File: src/rtl/floo_pkg.sv
// Shared constants for the FlooNoC TCDM adapters.
// The TCDM request/response structs come from the TCDM typedef macros, not from here.
package floo_pkg;

    localparam int unsigned StallCntWidth = 32;

endpackage

File: src/rtl/floo_tcdm_rsp_fifo.sv
// Registered (non fall-through) response FIFO used by floo_tcdm_req_throttle.
// An entry pushed at cycle N shows up on data_o at cycle N+1.
module floo_tcdm_rsp_fifo #(
    parameter int unsigned Depth  = 4,
    parameter type         data_t = logic
) (
    input  logic  clk_i,
    input  logic  rst_i,
    input  logic  push_i,
    input  data_t data_i,
    output logic  full_o,
    input  logic  pop_i,
    output data_t data_o,
    output logic  empty_o
);

    localparam int unsigned PtrWidth = (Depth > 1) ? $clog2(Depth) : 1;
    localparam int unsigned CntWidth = $clog2(Depth + 1);

    data_t                mem_q [Depth];
    logic [PtrWidth-1:0]  wr_ptr_q;
    logic [PtrWidth-1:0]  rd_ptr_q;
    logic [CntWidth-1:0]  count_q;
    logic                 push_en;
    logic                 pop_en;

    assign full_o  = (count_q == CntWidth'(Depth));
    assign empty_o = (count_q == '0);
    assign push_en = push_i & ~full_o;
    assign pop_en  = pop_i & ~empty_o;
    assign data_o  = mem_q[rd_ptr_q];

    function automatic logic [PtrWidth-1:0] next_ptr(input logic [PtrWidth-1:0] ptr);
        return (ptr == PtrWidth'(Depth - 1)) ? '0 : ptr + 1'b1;
    endfunction

    always_ff @(posedge clk_i) begin
        if (rst_i) begin
            wr_ptr_q <= '0;
            rd_ptr_q <= '0;
            count_q  <= '0;
        end else begin
            if (push_en) wr_ptr_q <= next_ptr(wr_ptr_q);
            if (pop_en)  rd_ptr_q <= next_ptr(rd_ptr_q);
            case ({push_en, pop_en})
                2'b10:   count_q <= count_q + 1'b1;
                2'b01:   count_q <= count_q - 1'b1;
                default: count_q <= count_q;
            endcase
        end
    end

    // Storage needs no reset; only the pointers and the count define validity.
    always_ff @(posedge clk_i) begin
        if (push_en) mem_q[wr_ptr_q] <= data_i;
    end

    always_ff @(posedge clk_i) begin
        if (!rst_i) begin
            assert (!(push_i && full_o))
                else $error("floo_tcdm_rsp_fifo: push while full");
        end
    end

endmodule

File: src/rtl/floo_tcdm_req_throttle.sv
// Bounds outstanding TCDM requests, registers the request path and buffers responses.
// Optional stall counter: define FLOO_TCDM_THROTTLE_STALL_CNT_EN.
module floo_tcdm_req_throttle
    import floo_pkg::*;
#(
    parameter int unsigned MaxOutstanding = 4,
    parameter type         tcdm_req_t     = logic,
    parameter type         tcdm_rsp_t     = logic,
    localparam int unsigned CntWidth      = $clog2(MaxOutstanding + 1)
) (
    input  logic                     clk_i,
    input  logic                     rst_i,
    input  tcdm_req_t                in_req_i,
    input  logic                     in_req_valid_i,
    output logic                     in_req_ready_o,
    output tcdm_rsp_t                in_rsp_o,
    output logic                     in_rsp_valid_o,
    input  logic                     in_rsp_ready_i,
    output tcdm_req_t                out_req_o,
    output logic                     out_req_valid_o,
    input  logic                     out_req_ready_i,
    input  tcdm_rsp_t                out_rsp_i,
    input  logic                     out_rsp_valid_i,
    output logic                     out_rsp_ready_o,
    output logic [CntWidth-1:0]      outstanding_o,
    output logic                     idle_o,
    output logic [StallCntWidth-1:0] stall_cnt_o
);

    logic [CntWidth-1:0] credit_q;
    tcdm_req_t           req_q;
    logic                req_valid_q;
    logic                credit_full;
    logic                in_req_hs;
    logic                in_rsp_hs;
    logic                out_req_hs;
    logic                fifo_full;
    logic                fifo_empty;

    // Ready depends on registered credit only, so a response pop frees a slot one cycle later.
    assign credit_full    = (credit_q == CntWidth'(MaxOutstanding));
    assign in_req_ready_o = (~req_valid_q | out_req_ready_i) & ~credit_full;
    assign in_req_hs      = in_req_valid_i & in_req_ready_o;
    assign in_rsp_hs      = in_rsp_valid_o & in_rsp_ready_i;
    assign out_req_hs     = req_valid_q & out_req_ready_i;

    assign out_req_o       = req_q;
    assign out_req_valid_o = req_valid_q;
    assign outstanding_o   = credit_q;
    assign idle_o          = (credit_q == '0);

    always_ff @(posedge clk_i) begin
        if (rst_i) begin
            credit_q <= '0;
        end else begin
            case ({in_req_hs, in_rsp_hs})
                2'b10:   credit_q <= credit_q + 1'b1;
                2'b01:   credit_q <= credit_q - 1'b1;
                default: credit_q <= credit_q;
            endcase
        end
    end

    always_ff @(posedge clk_i) begin
        if (rst_i) begin
            req_valid_q <= 1'b0;
        end else if (in_req_hs) begin
            req_valid_q <= 1'b1;
        end else if (out_req_hs) begin
            req_valid_q <= 1'b0;
        end
    end

    always_ff @(posedge clk_i) begin
        if (in_req_hs) req_q <= in_req_i;
    end

    // Depth equals the credit limit, so the NI response channel is never back-pressured.
    assign out_rsp_ready_o = ~fifo_full;
    assign in_rsp_valid_o  = ~fifo_empty;

    floo_tcdm_rsp_fifo #(
        .Depth  (MaxOutstanding),
        .data_t (tcdm_rsp_t)
    ) i_rsp_fifo (
        .clk_i   (clk_i),
        .rst_i   (rst_i),
        .push_i  (out_rsp_valid_i),
        .data_i  (out_rsp_i),
        .full_o  (fifo_full),
        .pop_i   (in_rsp_ready_i),
        .data_o  (in_rsp_o),
        .empty_o (fifo_empty)
    );

`ifdef FLOO_TCDM_THROTTLE_STALL_CNT_EN
    logic [StallCntWidth-1:0] stall_cnt_q;

    // Only credit-limited stalls count; a back-pressured request register does not.
    always_ff @(posedge clk_i) begin
        if (rst_i) begin
            stall_cnt_q <= '0;
        end else if (in_req_valid_i && !in_req_ready_o && credit_full
                     && (stall_cnt_q != '1)) begin
            stall_cnt_q <= stall_cnt_q + 1'b1;
        end
    end

    assign stall_cnt_o = stall_cnt_q;
`else
    assign stall_cnt_o = '0;
`endif

endmodule
File: config.mk
export PLATFORM = sky130hd
export DESIGN_NAME = floo_tcdm_req_throttle
export DESIGN_NICKNAME = d
export VERILOG_FILES = /design/src/rtl/floo_pkg.sv /design/src/rtl/floo_tcdm_rsp_fifo.sv /design/src/rtl/floo_tcdm_req_throttle.sv
export SDC_FILE = /design/constraint.sdc
export NUM_CORES = 1
export LEC_CHECK = 0
export BUFFER_PORTS_ARGS = -buffer_cell sky130_fd_sc_hd__buf_4
export CORE_MARGIN = 2
export CORE_UTILIZATION = 44
export CTS_BUF_LIST = sky130_fd_sc_hd__clkbuf_8
export CTS_CLUSTER_DIAMETER = 60
export DETAILED_ROUTE_END_ITERATION = 7
export PLACE_DENSITY = 0.87
export SLEW_MARGIN = 30
export SYNTH_ARGS = -nofsm -noshare
export SYNTH_HDL_FRONTEND = slang
export SYNTH_SLANG_ARGS = --single-unit
File: constraint.sdc
create_clock -name clk_i -period 2.2 [get_ports clk_i]
set_input_delay 0.66 -clock clk_i [delete_from_list [all_inputs] [get_ports clk_i]]
set_output_delay 0.66 -clock clk_i [all_outputs]
set_load 0.02 [all_outputs]
**After elaboration in Yosys (flattened, before gate mapping)**

Memory sizes are Yosys's and may differ from the RTL's. A register that Yosys moved wholly into a read port is not among the register bits.
Index checks and enable logic that the tools add are counted.
Widths: inputs -> output; s select.

- Register bits after elaboration: 12
- Bits in writable memories: 4
- Bits of input ports: 8
- Logic and storage cells: 46
- Memories: 1

Memory list:

| memory | depth | width | rd ports | clocked after Yosys merged registers in | write ports | line | text |
|---|---|---|---|---|---|---|---|
| i_rsp_fifo.mem_q | 4 | 1 | 1 | 1 | 1 | floo_tcdm_rsp_fifo.sv:20 | `data_t mem_q [Depth];` |

- $add $sub $neg: 6
- Equality and inequality tests: 8
- Muxes and demuxes: 10
- Bitwise logic cells: 10
- Reduce and logical (&&, ||, !) cells: 5

Operators with widths:

| cell | count |
|---|---|
| $pmux 3 s2 | 2 |
| $eq 2x2->1 const B | 4 |
| $mux 2 | 4 |
| $add 3x1->3 const B | 2 |
| $eq 3x3->1 const B | 2 |
| $logic_not 3->1 | 2 |
| $reduce_bool 2->1 | 3 |
| $sub 3x1->3 const B | 2 |
| $and 1x1->1 | 5 |
| $add 2x1->2 const B | 2 |
| $eq 2x1->1 const B | 2 |
| $mux 1 | 4 |
| $not 1->1 | 4 |
| $or 1x1->1 | 1 |

**Longest topological paths before layout**

- Depth in word-level cells: 6
- Depth in mapped cells: 10
- Depth with buffers taken out: 9

**Cells and area by module**

From an unflattened synthesis, not the netlist that was laid out.

- Cells, all modules: 121
- Area, all modules: 1147.4 µm²

Modules (own cells, without submodules):

| module | times used | cells an instance | area each (µm²) | seq. area each (µm²) |
|---|---|---|---|---|
| floo_tcdm_rsp_fifo | 1 | 59 | 640.6 | 300.3 |
| floo_tcdm_req_throttle | 1 | 62 | 506.7 | 110.1 |

**Worst setup path before layout**

No wires, ideal clock.

- Path type: reg-to-reg
- Start point: register i_rsp_fifo.count_q[0]
- End point: register i_rsp_fifo.count_q[2]
- Arrival: 2.313 ns
- Data required time: 2.129 ns
- Path slack: -0.184 ns
- Stages on the path, launching flop included: 11
- Cell sequence: dfxtp_1 or3b_1 buf_6 and2_4 inv_2 ha_1 inv_1 fa_1 xor2_1 or3_2 a21oi_1

- Cells in the longest elaborated chain, start to end: 5
- Elaborated cells between the ends (all ways): 12

Ends and longest elaborated chain:

| element | line | text |
|---|---|---|
| start, declared | floo_tcdm_rsp_fifo.sv:23 | `logic [CntWidth-1:0] count_q;` |
| start signal, assigned | floo_tcdm_rsp_fifo.sv:46 | `2'b10: count_q <= count_q + 1'b1;` |
| start signal, assigned | floo_tcdm_rsp_fifo.sv:47 | `2'b01: count_q <= count_q - 1'b1;` |
| start signal, assigned | floo_tcdm_rsp_fifo.sv:48 | `default: count_q <= count_q;` |
| $eq 3x3->1 * | floo_tcdm_rsp_fifo.sv:27 | `assign full_o = (count_q == CntWidth'(Depth));` |
| $not 1->1 * | n/a |  |
| named net out_rsp_ready_o | floo_tcdm_req_throttle.sv:24 | `output logic out_rsp_ready_o,` |
| $and 1x1->1 * | floo_tcdm_rsp_fifo.sv:29 | `assign push_en = push_i & ~full_o;` |
| $eq 2x1->1 / $eq 2x2->1 (equally long branches) | floo_tcdm_rsp_fifo.sv:45 | `case ({push_en, pop_en})` |
| $pmux 3 s2 / $reduce_bool 2->1 (equally long branches) | n/a |  |

The timed path passes the listed nets; every way through them passes the cells marked *.
A chain may end at the register's enable or synchronous reset.

**Final worst setup path**

- Start point: register i_rsp_fifo.count_q[1]
- End point: register i_rsp_fifo.count_q[2]

- Cells in the longest elaborated chain, start to end: 5
- Elaborated cells between the ends (all ways): 12

Ends and longest elaborated chain:

| element | line |
|---|---|
| $eq 3x3->1 / $logic_not 3->1 (equally long branches) | floo_tcdm_rsp_fifo.sv:27, floo_tcdm_rsp_fifo.sv:28 |
| $not 1->1, on equally long branches | floo_tcdm_rsp_fifo.sv:29, floo_tcdm_rsp_fifo.sv:30 |
| $and 1x1->1, on equally long branches | floo_tcdm_rsp_fifo.sv:29, floo_tcdm_rsp_fifo.sv:30 |
| $eq 2x1->1 / $eq 2x2->1 (equally long branches) | floo_tcdm_rsp_fifo.sv:45 |
| $pmux 3 s2 / $reduce_bool 2->1 (equally long branches) | n/a |

Several ways; a longest one is shown, not always the timed one.

==> results by stage <==
Route:
- In the routed design, unresolved DRC markers number 0.
- The number of iterations in the first detailed-routing pass is 3.
- In the routed layout, each cell is associated on average with a via count of 4.24.
- The via count is 737.
- The routed design has 1850 µm of wire.
- In the final routed layout, each cell accounts on average for 10.6 µm.
- In this run the remaining antenna-violating nets after routing total 0.
- The number of DRC markers in iteration 0 is 10.

Place:
- At the end of routability-driven placement, the weighted congestion stood at 0.671.
- At the placement stage, the worst setup path has a slack of -140 ps.
- After legalization and detailed placement, the total HPWL measured 1450 µm.
- The number of port buffers is 17.

Global route:
- Summed over all layers, the global routing overflow is 0.
- The largest net degree at the start of global routing is 14.
- The number of global-route vias before repair is 650.
- The number of antenna violations at the first check in global routing is 0.
- The first global-routing pass estimated 2600 µm of wire.
- The total global-route track usage is 0.125.

Flow run:
- The number of violations of the max-capacitance limit is 0.

Worst setup path:
- The worst setup path is of the flop to flop kind.
- STA puts the critical path data arrival time at 2330 ps.
- The worst setup path is captured at a flop.
- The worst setup path is launched from a flop.
- Data on the critical path is required at its endpoint by 2390 ps.
- In this run the worst path has a maximum fanout of 5.

CTS:
- The number of buffers on the longest clock path is 2.
- The count of hold buffers inserted by post-cts repair is 0.
- Clock latency on the worst-skew pair, taken at its later pin, is 260 ps.
- Clock tree synthesis selected as its root buffer the cell sky130_fd_sc_hd__clkbuf_8.
- The clock edge transition at the registers on the reported setup and hold paths is 70 ps.
- The number of buffers created by CTS is 3.
- CTS built an H-tree with a depth of 1.
- The clock tree from TritonCTS is yes.
- Counting every sink on the clock net gives 18.

Synthesis:
- The top-area cell type share of the netlist area is 0.229.
- After synthesis, the most frequently instantiated cells are sky130_fd_sc_hd__buf_4, sky130_fd_sc_hd__dfxtp_1, sky130_fd_sc_hd__inv_1, sky130_fd_sc_hd__ha_1, sky130_fd_sc_hd__nor2_1.
- By area the synthesized netlist is led by sky130_fd_sc_hd__dfxtp_1, sky130_fd_sc_hd__buf_4, sky130_fd_sc_hd__edfxtp_1, sky130_fd_sc_hd__ha_1, sky130_fd_sc_hd__fa_1.
- Summing every instance area after synthesis gives 1140 µm².
- Of all cell types, the one taking the most synthesized area is sky130_fd_sc_hd__dfxtp_1.
- The number of distinct library cell variants in the gate-level netlist after synthesis is 33.
- The most used flip-flop cell after synthesis is sky130_fd_sc_hd__dfxtp_1.
- The flop and latch count out of synthesis is 18.
- A synthesized cell averages 9.71 µm².
- The number of synthesized flops with an enable pin is 5.
- The most instantiated library cell after synthesis is sky130_fd_sc_hd__buf_4.
- The cell count after synthesis came out at 117.
- Of the synthesized area, sequential elements account for 0.361.
- The async set-reset flop share out of synthesis is 0.
- The Yosys warning count is 0.

Timing:
- For the final database, setup skew stands at 1.22 ps.
- The total of endpoints with negative setup slack in the final report is 0.
- The fmax is 468 MHz.
- The summed negative setup slack over all endpoints is 0 ps.
- The max-slew violation count is 0.
- Setup repair after global routing could not meet its margin everywhere.
- The minimum period implied by the final worst setup slack is 2140 ps.
- Across all setup checks in the final design, the least slack found is 63.5 ps.
- The number of hold violations in the final report is 0.
- The ratio of final minimum period to clock period is 0.971.
- Hold is met by 522 ps.

Floorplanning:
- The die extent in y is 54.8 µm.
- The number of rows created at floorplan is 18.
- 50 I/O pins were placed.
- For this configuration, the core starts out at a cell density of 0.463.
- The area of the die is 3000 µm².
- In this run the horizontal extent of the chip is 54.8 µm.
- The standard cell core area is 2450 µm².

Layout:
- The final layout contains 162 nets.
- The area added between synthesis and finish is 16.1%.
- In the final layout, the share of cells above drive strength 1 is 0.354.
- The number of antenna diodes in the final layout is 0.

Outcome:
- The flow ran to the end, and the final reports show no timing, DRC or antenna violations.

Power and ir drop:
- For this design the static power due to leakage is 0.635 nW.
- Dividing total power by cell area gives a power density of 1160 nW/µm².
- The worst vdd rail ir drop is 784 µV.

Worst hold path:
- The path category of the worst min-delay check is flop to flop.
logic make-up (layout without fill, tap and decap cells):
kind of cell    after synthesis  count (layout)  share of synthesized area
flops                        18              18                      0.361
other cells                   1              32                    0.00330
xor+xnor                      4               4                     0.0308
mux                           2               2                     0.0286
compound gates               12              12                     0.0683
fa+ha+maj                     9               9                      0.112
simple gates                 26              26                      0.134
buf+inv                      45              41                      0.261
worst paths after layout:
check	start	endpoint	slack [ps]	cells after the start
max reg2reg	i_rsp_fifo.count_q[1]	i_rsp_fifo.count_q[2]	60	9
max	i_rsp_fifo.count_q[1]	i_rsp_fifo.count_q[2]	60	9
min	outstanding_o[2]	outstanding_o[2]	520	2
min reg2reg	outstanding_o[2]	outstanding_o[2]	520	2
layer usage:
| layer | GRT usage | vias up | part of all wire |
|---|---|---|---|
| met2 | 0.222 | 29 | 0.50 |
| met1 | 0.129 | 334 | 0.42 |
| met3 | 0.0246 | 5 | 0.057 |
| met4 | 0.0875 | 0 | 0.028 |
| li1 | - | 369 | - |
| met5 | 0 | - | 0 |
cell usage in the layout, fill, tap and decap left out, types with 2 or more instances in the layout:
cell,n
sky130_fd_sc_hd__a21oi_1,5
sky130_fd_sc_hd__nor2_1,7
sky130_fd_sc_hd__or3_1,2
sky130_fd_sc_hd__dfxtp_2,4
sky130_fd_sc_hd__nor3_1,2
sky130_fd_sc_hd__or3b_4,2
sky130_fd_sc_hd__inv_1,9
sky130_fd_sc_hd__and3_1,2
sky130_fd_sc_hd__dfxtp_1,8
sky130_fd_sc_hd__clkbuf_8,3
sky130_fd_sc_hd__o21ai_0,2
sky130_fd_sc_hd__buf_4,26
sky130_fd_sc_hd__and3_2,2
sky130_fd_sc_hd__edfxtp_1,5
sky130_fd_sc_hd__conb_1,32
sky130_fd_sc_hd__ha_1,6
sky130_fd_sc_hd__xor2_1,4
power breakdown:
part           internal (mW)  leakage [nW]  switching [mW]
combinational          0.369         0.456           0.431
sequential             0.434         0.155          0.0568
clock                  0.124        0.0231           0.110
worst max-delay path, cell delays in order (launching register included):
cell                      delay (ps)
sky130_fd_sc_hd__dfxtp_2         340
sky130_fd_sc_hd__or3b_4          390
sky130_fd_sc_hd__and2_4          160
sky130_fd_sc_hd__inv_4            60
sky130_fd_sc_hd__ha_4            130
sky130_fd_sc_hd__inv_2            40
sky130_fd_sc_hd__fa_2            340
sky130_fd_sc_hd__xor2_1          170
sky130_fd_sc_hd__or3_4           330
sky130_fd_sc_hd__a21oi_2         110
stage by stage:
step                total power [mW]  instance area [µm²]   util  cells
finish                          1.52                 1320  0.537    174
global route                    1.64                 1320  0.537    174
CTS                             1.52                 1310  0.532    173
detailed placement              1.27                 1250  0.510    169
global placement                1.23                 1250  0.510    169
floorplan                       1.05                 1280      -    148
layout make-up:
type,instances,area [µm²]
Clock buffer,3,41.3
Clock inverter,1,3.75
Fill cell,223,1140
Inverter,11,43.8
Multi-Input combinational cell,85,578
Sequential cell,18,419
Tap cell,30,37.5
Timing Repair Buffer,26,195
timing repair:
action	4_1_cts	5_1_grt
pin swaps	0	1
setup buffers	0	1
endpoints found under the setup margin	1	2
resized for setup	2	2
cloned	0	0
(Power assumes the default switching activity.)
